--- src/rtl/lcd_arb_pkg.sv ---
// Shared types and constants for the LCD write-port arbiter.
package lcd_arb_pkg;

   typedef enum logic [2:0] {
      IDLE,
      GRANT,
      STROBE_LO,
      STROBE_HI,
      RELEASE
   } lcd_arb_state_t;

   localparam int NUM_REQ = 2;
   localparam int STALL_W = 8;
   localparam int TMR_W   = 8;

   // One-hot grant vector for a requester index
   function automatic logic [NUM_REQ-1:0] req_onehot(input logic idx);
      return NUM_REQ'(1) << idx;
   endfunction

endpackage

--- src/rtl/lcd_wr_timer.sv ---
// Loadable down-counter timing the WRX low and high phases.
// done is high while the count is zero, i.e. in the final cycle of a phase.
module lcd_wr_timer
   import lcd_arb_pkg::*;
(
   input  logic             clk,
   input  logic             rst,
   input  logic             load,
   input  logic [TMR_W-1:0] load_val,
   output logic             done
);

   logic [TMR_W-1:0] cnt;

   // Load a phase length minus one, then count down and hold at zero
   always_ff @(posedge clk or posedge rst) begin
      if (rst) begin
         cnt <= '0;
      end else if (load) begin
         cnt <= load_val;
      end else if (cnt != '0) begin
         cnt <= cnt - 1'b1;
      end
   end

   assign done = (cnt == '0);

endmodule

--- src/rtl/lcd_bus_arbiter.sv ---
// Two-requester arbiter for the shared 8080-style LCD write port.
// Grants whole bursts, sequences CSX/DCX/WRX and releases the bus on burst
// end, stall timeout or disable.
// Build option: LCD_ARB_ROUND_ROBIN_EN selects round-robin on simultaneous
// requests; otherwise requester 0 has fixed priority.
module lcd_bus_arbiter
   import lcd_arb_pkg::*;
#(
   parameter int WR_LOW_CYCLES  = 2,
   parameter int WR_HIGH_CYCLES = 2,
   parameter int IDLE_TIMEOUT   = 255
) (
   input  logic               clk,
   input  logic               rst,
   input  logic               en,
   input  logic [NUM_REQ-1:0] req,
   input  logic [NUM_REQ-1:0] valid,
   input  logic [NUM_REQ-1:0] dc,
   input  logic [NUM_REQ-1:0] last,
   input  logic [7:0]         data0,
   input  logic [7:0]         data1,
   output logic [NUM_REQ-1:0] ready,
   output logic [NUM_REQ-1:0] grant,
   output logic               busy,
   output logic               timeout,
   output logic               lcd_csx,
   output logic               lcd_wrx,
   output logic               lcd_dcx,
   output logic [7:0]         lcd_d
);

   localparam logic [TMR_W-1:0]   LO_LOAD   = TMR_W'(WR_LOW_CYCLES - 1);
   localparam logic [TMR_W-1:0]   HI_LOAD   = TMR_W'(WR_HIGH_CYCLES - 1);
   localparam logic [STALL_W-1:0] STALL_MAX = STALL_W'(IDLE_TIMEOUT - 1);

   lcd_arb_state_t     state;
   logic               gidx;
   logic               sel_idx;
   logic               last_q;
   logic [STALL_W-1:0] stall_cnt;
   logic               tmr_load;
   logic [TMR_W-1:0]   tmr_val;
   logic               tmr_done;

`ifdef LCD_ARB_ROUND_ROBIN_EN
   logic rr_ptr;

   // Favoured requester wins a tie; a lone request always wins
   always_comb begin
      sel_idx = (req[0] && req[1]) ? rr_ptr : req[1];
   end

   // After each release, favour the requester that did not just own the bus
   always_ff @(posedge clk or posedge rst) begin
      if (rst) begin
         rr_ptr <= 1'b0;
      end else if (state == RELEASE) begin
         rr_ptr <= ~gidx;
      end
   end
`else
   // Fixed priority: requester 0 whenever it asks
   always_comb begin
      sel_idx = ~req[0];
   end
`endif

   // Only the owner sees ready, and only while the FSM waits for a byte
   always_comb begin
      ready = '0;
      if (state == GRANT) begin
         ready[gidx] = valid[gidx];
      end
   end

   // Strobe timer is loaded on the handshake and at the low-to-high switch
   always_comb begin
      tmr_load = 1'b0;
      tmr_val  = LO_LOAD;
      if (state == GRANT && valid[gidx]) begin
         tmr_load = 1'b1;
      end else if (state == STROBE_LO && tmr_done) begin
         tmr_load = 1'b1;
         tmr_val  = HI_LOAD;
      end
   end

   lcd_wr_timer u_wr_timer (
      .clk      (clk),
      .rst      (rst),
      .load     (tmr_load),
      .load_val (tmr_val),
      .done     (tmr_done)
   );

   // Main sequencer; a byte in flight always finishes its strobe before release
   always_ff @(posedge clk or posedge rst) begin
      if (rst) begin
         state     <= IDLE;
         gidx      <= 1'b0;
         grant     <= '0;
         busy      <= 1'b0;
         timeout   <= 1'b0;
         lcd_csx   <= 1'b1;
         lcd_wrx   <= 1'b1;
         lcd_dcx   <= 1'b1;
         lcd_d     <= '0;
         last_q    <= 1'b0;
         stall_cnt <= '0;
      end else begin
         timeout <= 1'b0;
         case (state)
            IDLE: begin
               if (en && |req) begin
                  gidx      <= sel_idx;
                  grant     <= req_onehot(sel_idx);
                  lcd_csx   <= 1'b0;
                  busy      <= 1'b1;
                  stall_cnt <= '0;
                  state     <= GRANT;
               end
            end
            GRANT: begin
               if (valid[gidx]) begin
                  lcd_d     <= gidx ? data1 : data0;
                  lcd_dcx   <= dc[gidx];
                  last_q    <= last[gidx];
                  stall_cnt <= '0;
                  lcd_wrx   <= 1'b0;
                  state     <= STROBE_LO;
               end else if (!req[gidx] || !en) begin
                  lcd_csx <= 1'b1;
                  grant   <= '0;
                  state   <= RELEASE;
               end else if (stall_cnt == STALL_MAX) begin
                  timeout <= 1'b1;
                  lcd_csx <= 1'b1;
                  grant   <= '0;
                  state   <= RELEASE;
               end else begin
                  stall_cnt <= stall_cnt + 1'b1;
               end
            end
            STROBE_LO: begin
               if (tmr_done) begin
                  lcd_wrx <= 1'b1;
                  state   <= STROBE_HI;
               end
            end
            STROBE_HI: begin
               if (tmr_done) begin
                  if (last_q || !en) begin
                     lcd_csx <= 1'b1;
                     grant   <= '0;
                     state   <= RELEASE;
                  end else begin
                     state <= GRANT;
                  end
               end
            end
            RELEASE: begin
               busy  <= 1'b0;
               state <= IDLE;
            end
            default: state <= IDLE;
         endcase
      end
   end

endmodule

--- config.mk ---
export PLATFORM = sky130hd
export DESIGN_NAME = lcd_bus_arbiter
export DESIGN_NICKNAME = d
export VERILOG_FILES = /design/src/rtl/lcd_arb_pkg.sv /design/src/rtl/lcd_wr_timer.sv /design/src/rtl/lcd_bus_arbiter.sv
export SDC_FILE = /design/constraint.sdc
export NUM_CORES = 1
export LEC_CHECK = 0
export ABC_AREA = 1
export CORE_MARGIN = 5
export CORE_UTILIZATION = 50
export DETAILED_ROUTE_END_ITERATION = 16
export GPL_TIMING_DRIVEN = 0
export PLACE_DENSITY = 0.86
export SETUP_SLACK_MARGIN = 0.5
export SLEW_MARGIN = 20
export SYNTH_ARGS = -nofsm -noshare
export SYNTH_HDL_FRONTEND = slang
export SYNTH_SLANG_ARGS = --single-unit
export TNS_END_PERCENT = 30
--- constraint.sdc ---
create_clock -name clk -period 2.03 [get_ports clk]
set_clock_uncertainty 0.2 [all_clocks]
set_input_delay 0.406 -clock clk [delete_from_list [all_inputs] [get_ports clk]]
set_output_delay 0.406 -clock clk [all_outputs]
set_load 0.05 [all_outputs]
==> results by group, run 1 <==
Cells and area
  – Most frequent cells in the layout: nand2_1, dfrtp_1, inv_1, nor2_1, clkdlybuf4s50_1
  – Most common cell after layout, fill and taps aside: nand2_1
  – Area of the multi-input gates: 996.0 µm²
  – Number of diodes: 0
  – Layout area overhead: 42.22%
  – Sequential cell area: 907.1 µm²
  – Post-layout util: 75.10%
  – # fillers: 277
  – Layout cell share with drive strength beyond 1: 28.14%
  – Nets@finish: 364

Global routing
  – First-pass GRT wire length: 7817 µm
  – Largest net degree at the start of global routing: 37
  – Global route overflow: 0
  – Vias in the first global route: 1780
  – GRT Overall Usage: 19.07%
  – Initial antenna violation count: 0

STA
  – Max frequency: 0.5424 GHz
  – Worst Tran Pin Value: 742.9 ps
  – Max-slew headroom: 50.40%
  – Setup-failing EPs final: 0
  – Period utilization: 90.82%
  – Fin. max-slew vios: 0
  – Worst hold slack: 271.5 ps
  – Tmin final: 1844 ps
  – RSZ-0062 raised after global routing: yes
  – Hold Vio Cnt, Final: 0

Die
  – Die footprint: 0.005311 mm²
  – Io pins: 44
  – Die Width: 72.88 µm
  – Site Rows: 22
  – Die height: 72.88 µm
  – CORE AREA: 0.003744 mm²
  – Initial core utilization: 52.81%

Detailed routing
  – Routed WL: 5328 µm
  – Pre-antenna DRT Iters: 4
  – DRT antenna net count: 0
  – Wire length per cell: 13.95 µm
  – DR iter-0 viols: 131
  – DR vias: 1974
  – Number of remaining DRC errors: 0
  – DR vias/cell: 5.168

Worst setup path
  – CP startpoint kind: input pin
  – Crit-path max FO: 2
  – Reg2reg start: u_wr_timer.cnt[0]$_DFFE_PP0P_
  – Critical Path Start: valid[0]
  – Crit end category: output pin
  – Crit path buffers/inverters: 2
  – CP peak stage delay: 470 ps
  – CP top delay family: buffers and inverters
  – WP data arrival: 1240 ps
  – Req. time, crit path: 1420 ps
  – Critical path class: in2out
  – Worst path slowest cell: clkdlybuf4s50_1
  – Cell Chain, Critical Path: clkdlybuf4s50_1, nand2_2, nor2_2, buf_6

Synth
  – Syn nets: 294
  – Post-Syn Area per Cell: 7.517 µm²
  – Post-Syn Instances: 263
  – Register area share after synthesis: 45.76%
  – Synth cell types: 26
  – FF+latch count, synth: 36
  – Yosys warning count: 0
  – Syn Std Cell Area: 0.001977 mm²

Clocking
  – Clock buffer depth: 2
  – CTS buffer count: 5
  – Hold Buf Count CTS: 0
  – H-tree levels: 2
  – Clock Latency Late Sink: 300 ps
  – Worst-path clk slew: 70 ps
  – Clk sink count: 36
  – Root Buffer Master: clkbuf_8
  – CTS tree: done

Worst hold path
  – HP Class: in2reg
  – Min-delay src: en

Power and ir drop
  – Sw Pwr: 0.002127 W
  – Int Power: 0.002293 W
  – Maximum vdd drop: 1.053 mV
  – Clock group share of total power: 12.8%
  – PwrDens: 1572 mW/mm²
  – Logic pwr share: 59.4%
  – Sw Share: 48.12%
  – Leak: 1.361 nW
  – Part of the power in registers: 27.8%

Placed design
  – Post-DP HPWL: 3582 µm
  – RD Place Congestion: 0.8361
  – IO Port Bufs: 43

Job
  – Max Cap Viol: 0

Status
  – Outcome: finished clean
==> path summary, 6_finish.rpt <==
| kind | depth (start not counted) | slack (ps) | to |
|---|---|---|---|
| max | 4 | 190 | ready[0] |
| max reg2reg | 9 | 310 | u_wr_timer.cnt[0]$_DFFE_PP0P_ |
| min | 3 | 270 | timeout$_DFF_PP0_ |
| max in group asynchronous | 2 | 740 | state[0]$_DFFE_PP0P_ |
| min in group asynchronous | 2 | 350 | lcd_d[2]$_DFFE_PP0P_ |
| min reg2reg | 2 | 290 | grant[0]$_DFFE_PP0P_ |
==> layer usage <==
layer / vias up / share of wire, % / global-route usage [%]
met3: 8 / 6.3 / 5.785
met4: 0 / 1.4 / 4.918
li1: 969 / - / -
met2: 59 / 52 / 32.87
met1: 938 / 40 / 23.14
met5: - / 0 / 0
==> final cells by class <==
cell class,count,share of cell area [%]
plain buffers,6,1.736
clock buffers,8,3.560
inverters,36,5.162
multi-input cells,185,35.42
flip-flops and latches,36,32.27
well taps,48,2.136
repair buffers,63,19.72
==> timing repair <==
action,in CTS,in global routing
gates resized for setup,91,47
endpoints found under the setup margin,50,52
cloned,0,2
setup buffers,2,16
pin swaps,1,12
==> power groups by stage <==
stage | Combinational [W] | Sequential, W | Clock, W
final | 0.00263 | 0.00123 | 0.000564
after global routing | 0.00284 | 0.00127 | 0.000600
after CTS | 0.00214 | 0.00121 | 0.000561
after detailed placement | 0.00216 | 0.00122 | 0
after global placement | 0.00210 | 0.00120 | 0
after floorplan | 0.00109 | 0.00165 | 0
==> sequential cells by signal, indices dropped and copies added, names as in the netlist <==
name	flops
lcd_dcx	1
lcd_d	8
state	3
grant	2
busy	1
u_wr_timer.cnt	8
stall_cnt	8
timeout	1
last_q	1
lcd_wrx	1
gidx	1
lcd_csx	1
==> per-stage QoR <==
stage	cell area [µm²]	setup WS, ps	total power (W)	cells	setup TNS, ps
2_1_floorplan	1982	372.4	0.002734	263	0
3_3_place_gp	2472	-432.3	0.003305	354	-6429
3_5_place_dp	2472	-442.4	0.003378	354	-959.5
4_1_cts	2554	191.9	0.003907	364	0
5_1_grt	2811	146.4	0.004706	382	0
6_report	2811	186.4	0.004420	382	0
==> cell families (layout without fill, tap and decap cells) <==
| logic type | after synthesis | count (layout) | share of synthesized area, % |
|---|---|---|---|
| adders and majority gates | 4 | 4 | 2.532 |
| buffers and inverters | 42 | 113 | 8.987 |
| AOI/OAI and AO/OA | 29 | 29 | 8.734 |
| and+or+nand+nor | 146 | 146 | 31.33 |
| xor gates and xnor gates | 6 | 6 | 2.658 |
| DFF | 36 | 36 | 45.76 |
==> synthesized netlist by cell type (all sizes together) <==
library cell  instances  share of area, %
nor2                 40               8.4
buf                   4               1.8
nor4                  1              0.32
ha                    4               2.5
dfstp                 3               4.0
nand2                78                15
nor3                  6               1.5
nand3                15               3.8
o31ai                 1              0.38
xnor2                 1              0.44
nand4                 6               1.9
xor2                  5               2.2
a21oi                 3              0.76
o21ai                13               3.7
o21bai                2              0.76
clkbuf                2              0.38
inv                  36               6.8
a31oi                10               3.2
dfrtp                33                42
==> worst reg2reg max path: stages, from the launching register on <==
cell and delay, ps:
dfrtp_1 390, inv_2 100, ha_4 150, nand3_2 80
nor2_2 150, buf_6 130, buf_4 120, inv_1 60
nor2_1 140, o21ai_0 100
Power figures use the tool's default switching activity.
==> inputs of run 2 (changes only) <==
- SLEW_MARGIN: 20 -> unset
- TNS_END_PERCENT: 30 -> unset
==> run 2 against run 1 <==
Compared with the run above:
- global-route usage increased by 3.4 points
- sequential power is 3% higher
- clock power is 4.8% higher
- combinational power is 34% higher
- cell area rose by 12%
- sequential share of layout area decreased by 3.5 points
- maximum frequency down 3.3%
- critical path depth increased by 6
- critical path type is now reg2reg
- largest cell class unchanged
- largest power group unchanged
==> results by group, run 2 (synthesis results as in run 1) <==
Status
  – Outcome: finished clean

Worst setup path
  – Crit path buffers/inverters: 5 (+3)
  – WP data arrival: 1890 ps (+650 ps)
  – Crit path to: lcd_d[4]$_DFFE_PP0P_
  – Worst R2R Setup Slack: 120 ps (-190 ps)
  – Crit end category: flip-flop
  – R2r endpoint: lcd_d[4]$_DFFE_PP0P_
  – Critical Path Start: state[1]$_DFFE_PP0P_
  – Reg2reg start: state[1]$_DFFE_PP0P_
  – Cell Chain, Critical Path: nor2_2, nand2_2, buf_4, buf_6, clkinv_8, nand2_8, inv_8, buf_6, nor2_1, a31oi_1
  – Critical path class: reg2reg
  – Worst path slowest cell: dfrtp_1
  – Critical path depth: 10 (+6)
  – CP startpoint kind: flip-flop
  – Most common cell on crit path: buf_6
  – Worst reg2reg path depth: 10 (+1)
  – CP peak stage delay: 420 ps (-50 ps)
  – CP top delay family: buffers and inverters
  – Crit-path max FO: 5 (+3)
  – Req. time, crit path: 2020 ps (+600 ps)

Die
  – Site Rows: 22 (unchanged)
  – Die height: 72.88 µm (unchanged)
  – Initial core utilization: 52.81% (unchanged)
  – CORE AREA: 0.003744 mm² (unchanged)
  – Io pins: 44 (unchanged)
  – Die footprint: 0.005311 mm² (unchanged)
  – Die Width: 72.88 µm (unchanged)

STA
  – Tmin final: 1907 ps (+63.19 ps)
  – Max-slew headroom: 47.60% (-2.8 points)
  – Worst Tran Pin Value: 784.4 ps (+41.42 ps)
  – Fin. max-slew vios: 0 (unchanged)
  – Setup-failing EPs final: 0 (unchanged)
  – Hold Vio Cnt, Final: 0 (unchanged)
  – Final setup margin: 123.2 ps (-63.19 ps)
  – Max frequency: 0.5244 GHz (-3.3%)
  – Period utilization: 93.93% (+3.1 points)
  – RSZ-0062 raised after global routing: yes

Detailed routing
  – Routed WL: 8154 µm (+53%)
  – Pre-antenna DRT Iters: 8 (+4)
  – DR iter-0 viols: 309 (+140%)
  – Met2 wire length: 4092 µm (+48%)
  – Wire length per cell: 20.59 µm (+48%)
  – DRT antenna net count: 0 (unchanged)
  – Top layer in use: met4
  – Number of remaining DRC errors: 0 (unchanged)
  – DR vias/cell: 6.144 (+19%)
  – Detail Route met3 WL: 825 µm (+140%)
  – Metal-1 WL: 2725 µm (+26%)
  – DR vias: 2433 (+23%)

Clocking
  – Clock Latency Late Sink: 300 ps (about the same)
  – H-tree levels: 2 (unchanged)
  – CTS tree: done
  – Clk sink count: 36 (unchanged)
  – Worst-path clk slew: 80 ps (about the same)
  – Hold Buf Count CTS: 0 (unchanged)
  – Clock buffer depth: 2 (unchanged)
  – CTS buffer count: 5 (unchanged)
  – Root Buffer Master: clkbuf_8

Global routing
  – First-pass GRT wire length: 9252 µm (+18%)
  – Initial antenna violation count: 0 (unchanged)
  – GRT Overall Usage: 22.49% (+3.4 points)
  – Global route overflow: 0 (unchanged)
  – Largest net degree at the start of global routing: 37 (unchanged)
  – Vias in the first global route: 2094 (+18%)

Placed design
  – Post-DP HPWL: 3570 µm (-0.34%)
  – Placed cells: 354 (unchanged)
  – RD Place Congestion: 0.8510 (+1.8%)
  – Pre-CTS setup slack: -405.9 ps (+36.54 ps)
  – IO Port Bufs: 43 (unchanged)

Power and ir drop
  – Leak: 1.463 nW (+7.5%)
  – Maximum vdd drop: 1.676 mV (+59%)
  – PwrDens: 1709 mW/mm² (+8.7%)

Cells and area
  – Layout area overhead: 59.24%
  – # fillers: 193 (-30%)
  – Layout cell share with drive strength beyond 1: 39.94% (+12 points)
  – Post-layout util: 84.09% (+9.0 points)
  – Most frequent cells in the layout: nand2_1, buf_4, dfrtp_1, inv_1, nor2_1
  – Number of diodes: 0 (unchanged)
  – Most common cell after layout, fill and taps aside: nand2_1
  – Largest registers: lcd_d x8, stall_cnt x8, u_wr_timer.cnt x8
  – Nets@finish: 378 (+3.8%)
  – Post-Layout Cell Count: 396 (+3.7%)

Job
  – Max Cap Viol: 0 (unchanged)

Worst hold path
  – HP Class: in2reg
==> run 2: cell types whose count changed in the layout (fill, tap and decap cells not counted), sizes merged <==
cell,before,now
buf,39,51
clkinvlp,0,1
clkinv,0,1
clkbuf,10,14
inv,36,34
clkdlybuf4s50,23,21
==> run 2: worst min-delay path by stage <==
| stage | endpoint | start | slack, ps | depth (start not counted) |
|---|---|---|---|---|
| finish | timeout$_DFF_PP0_ | en | 330 | 3 |
| global route | timeout$_DFF_PP0_ | en | 330 | 3 |
| CTS | lcd_csx$_DFFE_PP1P_ | lcd_csx$_DFFE_PP1P_ | 280 | 2 |
| detailed placement | lcd_csx$_DFFE_PP1P_ | lcd_csx$_DFFE_PP1P_ | 260 | 2 |
| global placement | lcd_wrx$_DFFE_PP1P_ | lcd_wrx$_DFFE_PP1P_ | 260 | 2 |
| floorplan | stall_cnt[7]$_DFFE_PP0P_ | stall_cnt[7]$_DFFE_PP0P_ | 270 | 2 |
==> run 2: metal layers <==
metal  global-route usage [%]  up-vias
met1                    24.98     1143
met4                    10.45        0
met5                        0        -
met3                    5.923       63
met2                    39.78      224
li1                         -     1003
==> run 2: area by class of cell <==
type / count / area (µm²) / share of cell area, %
Timing Repair Buffer: 77 / 706.9 / 22.46
Multi-Input combinational cell: 185 / 1157 / 36.76
Buffer: 6 / 56.30 / 1.789
Clock buffer: 8 / 100.1 / 3.180
Tap cell: 48 / 60.06 / 1.908
Sequential cell: 36 / 905.9 / 28.78
Inverter: 36 / 161.4 / 5.127
==> run 2: metrics by stage <==
step / TNS, ps / hold slack [ps] / total power (W) / cell area [µm²]
after floorplan: 0 / 274.9 / 0.002773 / 2006
after global placement: -7065 / 256.7 / 0.003353 / 2496
after detailed placement: -7365 / 257.6 / 0.003423 / 2496
after CTS: 0 / 283.8 / 0.004356 / 2788
after global routing: 0 / 333.2 / 0.005605 / 3148
final: 0 / 328.6 / 0.005378 / 3148
==> run 2: report_power, final <==
group | internal [W] | leakage (nW) | switching (W)
clock | 0.000310 | 0.0515 | 0.000281
combinational | 0.00134 | 0.971 | 0.00218
sequential | 0.00101 | 0.441 | 0.000257
==> run 2: worst register-to-register path, stage by stage, from the launching register on <==
cell and delay [ps]:
dfrtp_1 420, nor2_2 110, nand2_2 100, buf_4 170, buf_6 130, clkinv_8 60, nand2_8 70, inv_8 90
buf_6 110, nor2_1 70, a31oi_1 260
==> run 2: repair_timing <==
item	4_1_cts	5_1_grt
cloned	1	1
gates resized for setup	135	73
buffers inserted	15	17
pin swaps	14	13
hold endpoints to repair	0	0
setup endpoints to repair	86	47
==> inputs of run 3 (changes only) <==
- RECOVER_POWER: unset -> 25
==> run 3 against run 2 <==
Compared with the run above:
- critical path depth did not move
- combinational power hardly changed
- critical endpoint unchanged
- via count is the same
==> results by group, run 3 (synthesis results as in run 1) <==
Die
  – Die footprint: 0.005311 mm² (unchanged)
  – Io pins: 44 (unchanged)
  – CORE AREA: 0.003744 mm² (unchanged)
  – Die Width: 72.88 µm (unchanged)
  – Initial core utilization: 52.81% (unchanged)
  – Die height: 72.88 µm (unchanged)
  – Site Rows: 22 (unchanged)

Cells and area
  – Most frequent cells in the layout: nand2_1, buf_4, dfrtp_1, inv_1, nor2_1
  – Most common cell after layout, fill and taps aside: nand2_1
  – Layout cell share with drive strength beyond 1: 39.94% (unchanged)
  – Layout area overhead: 59.24% (unchanged)
  – Largest registers: lcd_d x8, stall_cnt x8, u_wr_timer.cnt x8
  – Number of diodes: 0 (unchanged)
  – Nets@finish: 378 (unchanged)

Detailed routing
  – DR vias: 2433 (unchanged)
  – DRT antenna net count: 0 (unchanged)
  – DR vias/cell: 6.144 (unchanged)
  – Wire length per cell: 20.59 µm (unchanged)
  – DR iter-0 viols: 309 (unchanged)
  – Number of remaining DRC errors: 0 (unchanged)
  – Routed WL: 8154 µm (unchanged)
  – Pre-antenna DRT Iters: 8 (unchanged)

Clocking
  – Clock buffer depth: 2 (unchanged)
  – Hold Buf Count CTS: 0 (unchanged)
  – CTS tree: done
  – CTS buffer count: 5 (unchanged)
  – Clock Latency Late Sink: 300 ps (about the same)
  – Clk sink count: 36 (unchanged)
  – Worst-path clk slew: 80 ps (about the same)
  – H-tree levels: 2 (unchanged)
  – Root Buffer Master: clkbuf_8

Worst setup path
  – Worst reg2reg path depth: 10 (unchanged)
  – Reg2reg start: state[1]$_DFFE_PP0P_
  – R2r endpoint: lcd_d[4]$_DFFE_PP0P_
  – Worst R2R Setup Slack: 120 ps (about the same)
  – Critical path class: reg2reg
  – Crit-path max FO: 5 (unchanged)
  – WP data arrival: 1890 ps (about the same)
  – Req. time, crit path: 2020 ps (about the same)
  – Crit end category: flip-flop
  – CP startpoint kind: flip-flop

Worst hold path
  – HP Class: in2reg
  – Min-delay src: en
  – Hold Path Cell Cnt: 3 (unchanged)
  – Hold Path End: timeout$_DFF_PP0_

STA
  – Hold Vio Cnt, Final: 0 (unchanged)
  – Max frequency: 0.5244 GHz (unchanged)
  – Max-slew headroom: 47.60% (about the same)
  – Tmin final: 1907 ps (unchanged)
  – Period utilization: 93.93% (unchanged)
  – Fin. max-slew vios: 0 (unchanged)
  – Worst Tran Pin Value: 784.3 ps (-0.02640 ps)
  – Setup-failing EPs final: 0 (unchanged)
  – Final setup margin: 123.2 ps (unchanged)
  – RSZ-0062 raised after global routing: yes

Power and ir drop
  – Maximum vdd drop: 1.676 mV (unchanged)
  – PwrDens: 1708 mW/mm² (about the same)
  – Leak: 1.463 nW (about the same)
  – Final Power: 0.005378 W (about the same)

Placed design
  – RD Place Congestion: 0.8510 (unchanged)
  – Post-DP HPWL: 3570 µm (unchanged)
  – Pre-CTS setup slack: -405.9 ps (unchanged)
  – IO Port Bufs: 43 (unchanged)

Global routing
  – Vias in the first global route: 2094 (unchanged)
  – GRT Overall Usage: 22.49% (unchanged)
  – Largest net degree at the start of global routing: 37 (unchanged)
  – Global route overflow: 0 (unchanged)
  – First-pass GRT wire length: 9252 µm (unchanged)
  – Initial antenna violation count: 0 (unchanged)

Job
  – Max Cap Viol: 0 (unchanged)

Status
  – Outcome: finished clean
## run 3: changes by cell type in the layout (fill, tap and decap cells not counted), sizes merged
cell / before / now
dlygate4sd3: 0 / 1
clkdlybuf4s50: 21 / 20
## run 3: area by class of cell
cell class	instances	area, µm²
Buffer	6	56.30
Clock buffer	8	100.1
Fill cell	193	595.6
Inverter	36	161.4
Multi-Input combinational cell	185	1157
Sequential cell	36	905.9
Tap cell	48	60.06
Timing Repair Buffer	77	706.9
## run 3: routing by layer
metal  routed length, µm  vias to the layer above  track usage, %
met5                   0                        -               0
li1                    -                     1003               -
met1                2725                     1143           24.98
met4                 510                        0           10.45
met2                4092                      224           39.78
met3                 825                       63           5.923
## run 3: worst max-delay path, stage by stage, from the launching register on
cell and delay (ps):
dfrtp_1 420, nor2_2 110, nand2_2 100, buf_4 170, buf_6 130, clkinv_8 60, nand2_8 70, inv_8 90
buf_6 110, nor2_1 70, a31oi_1 260
## run 3: through the flow
step                      TNS (ps)  std cells  instance area [µm²]  utilization (%)  hold slack (ps)
after detailed placement     -7365        354                 2496            66.68            257.6
after CTS                        0        378                 2788            74.47            283.8
after global routing             0        396                 3148            84.09            333.2
final                            0        396                 3148            84.09            328.6
after floorplan                  0        263                 2006                -            274.9
after global placement       -7065        354                 2496            66.68            256.7
## run 3: how the worst max path moves through the flow
stage	from	to	slack, ps	cells after the start
2_1_floorplan	state[1]$_DFFE_PP0P_	ready[0]	370	3
3_3_place_gp	valid[0]	ready[0]	-420	4
3_5_place_dp	valid[0]	ready[0]	-410	4
4_1_cts	valid[1]	ready[1]	190	4
5_1_grt	state[1]$_DFFE_PP0P_	lcd_d[4]$_DFFE_PP0P_	90	10
6_report	state[1]$_DFFE_PP0P_	lcd_d[4]$_DFFE_PP0P_	120	10
## run 3: timing repair
action / CTS / global route
resized for setup: 135 / 73
setup buffers: 15 / 17
setup endpoints to repair: 86 / 47
pin swaps: 14 / 13
gates cloned: 1 / 1
hold endpoints to repair: 0 / 0
## run 3: power by group
group / internal, W / switching [W] / total (W)
logic: 0.00134 / 0.00218 / 0.00352
clock network: 0.000310 / 0.000281 / 0.000591
registers: 0.00101 / 0.000257 / 0.00127
total: 0.00266 / 0.00272 / 0.00538
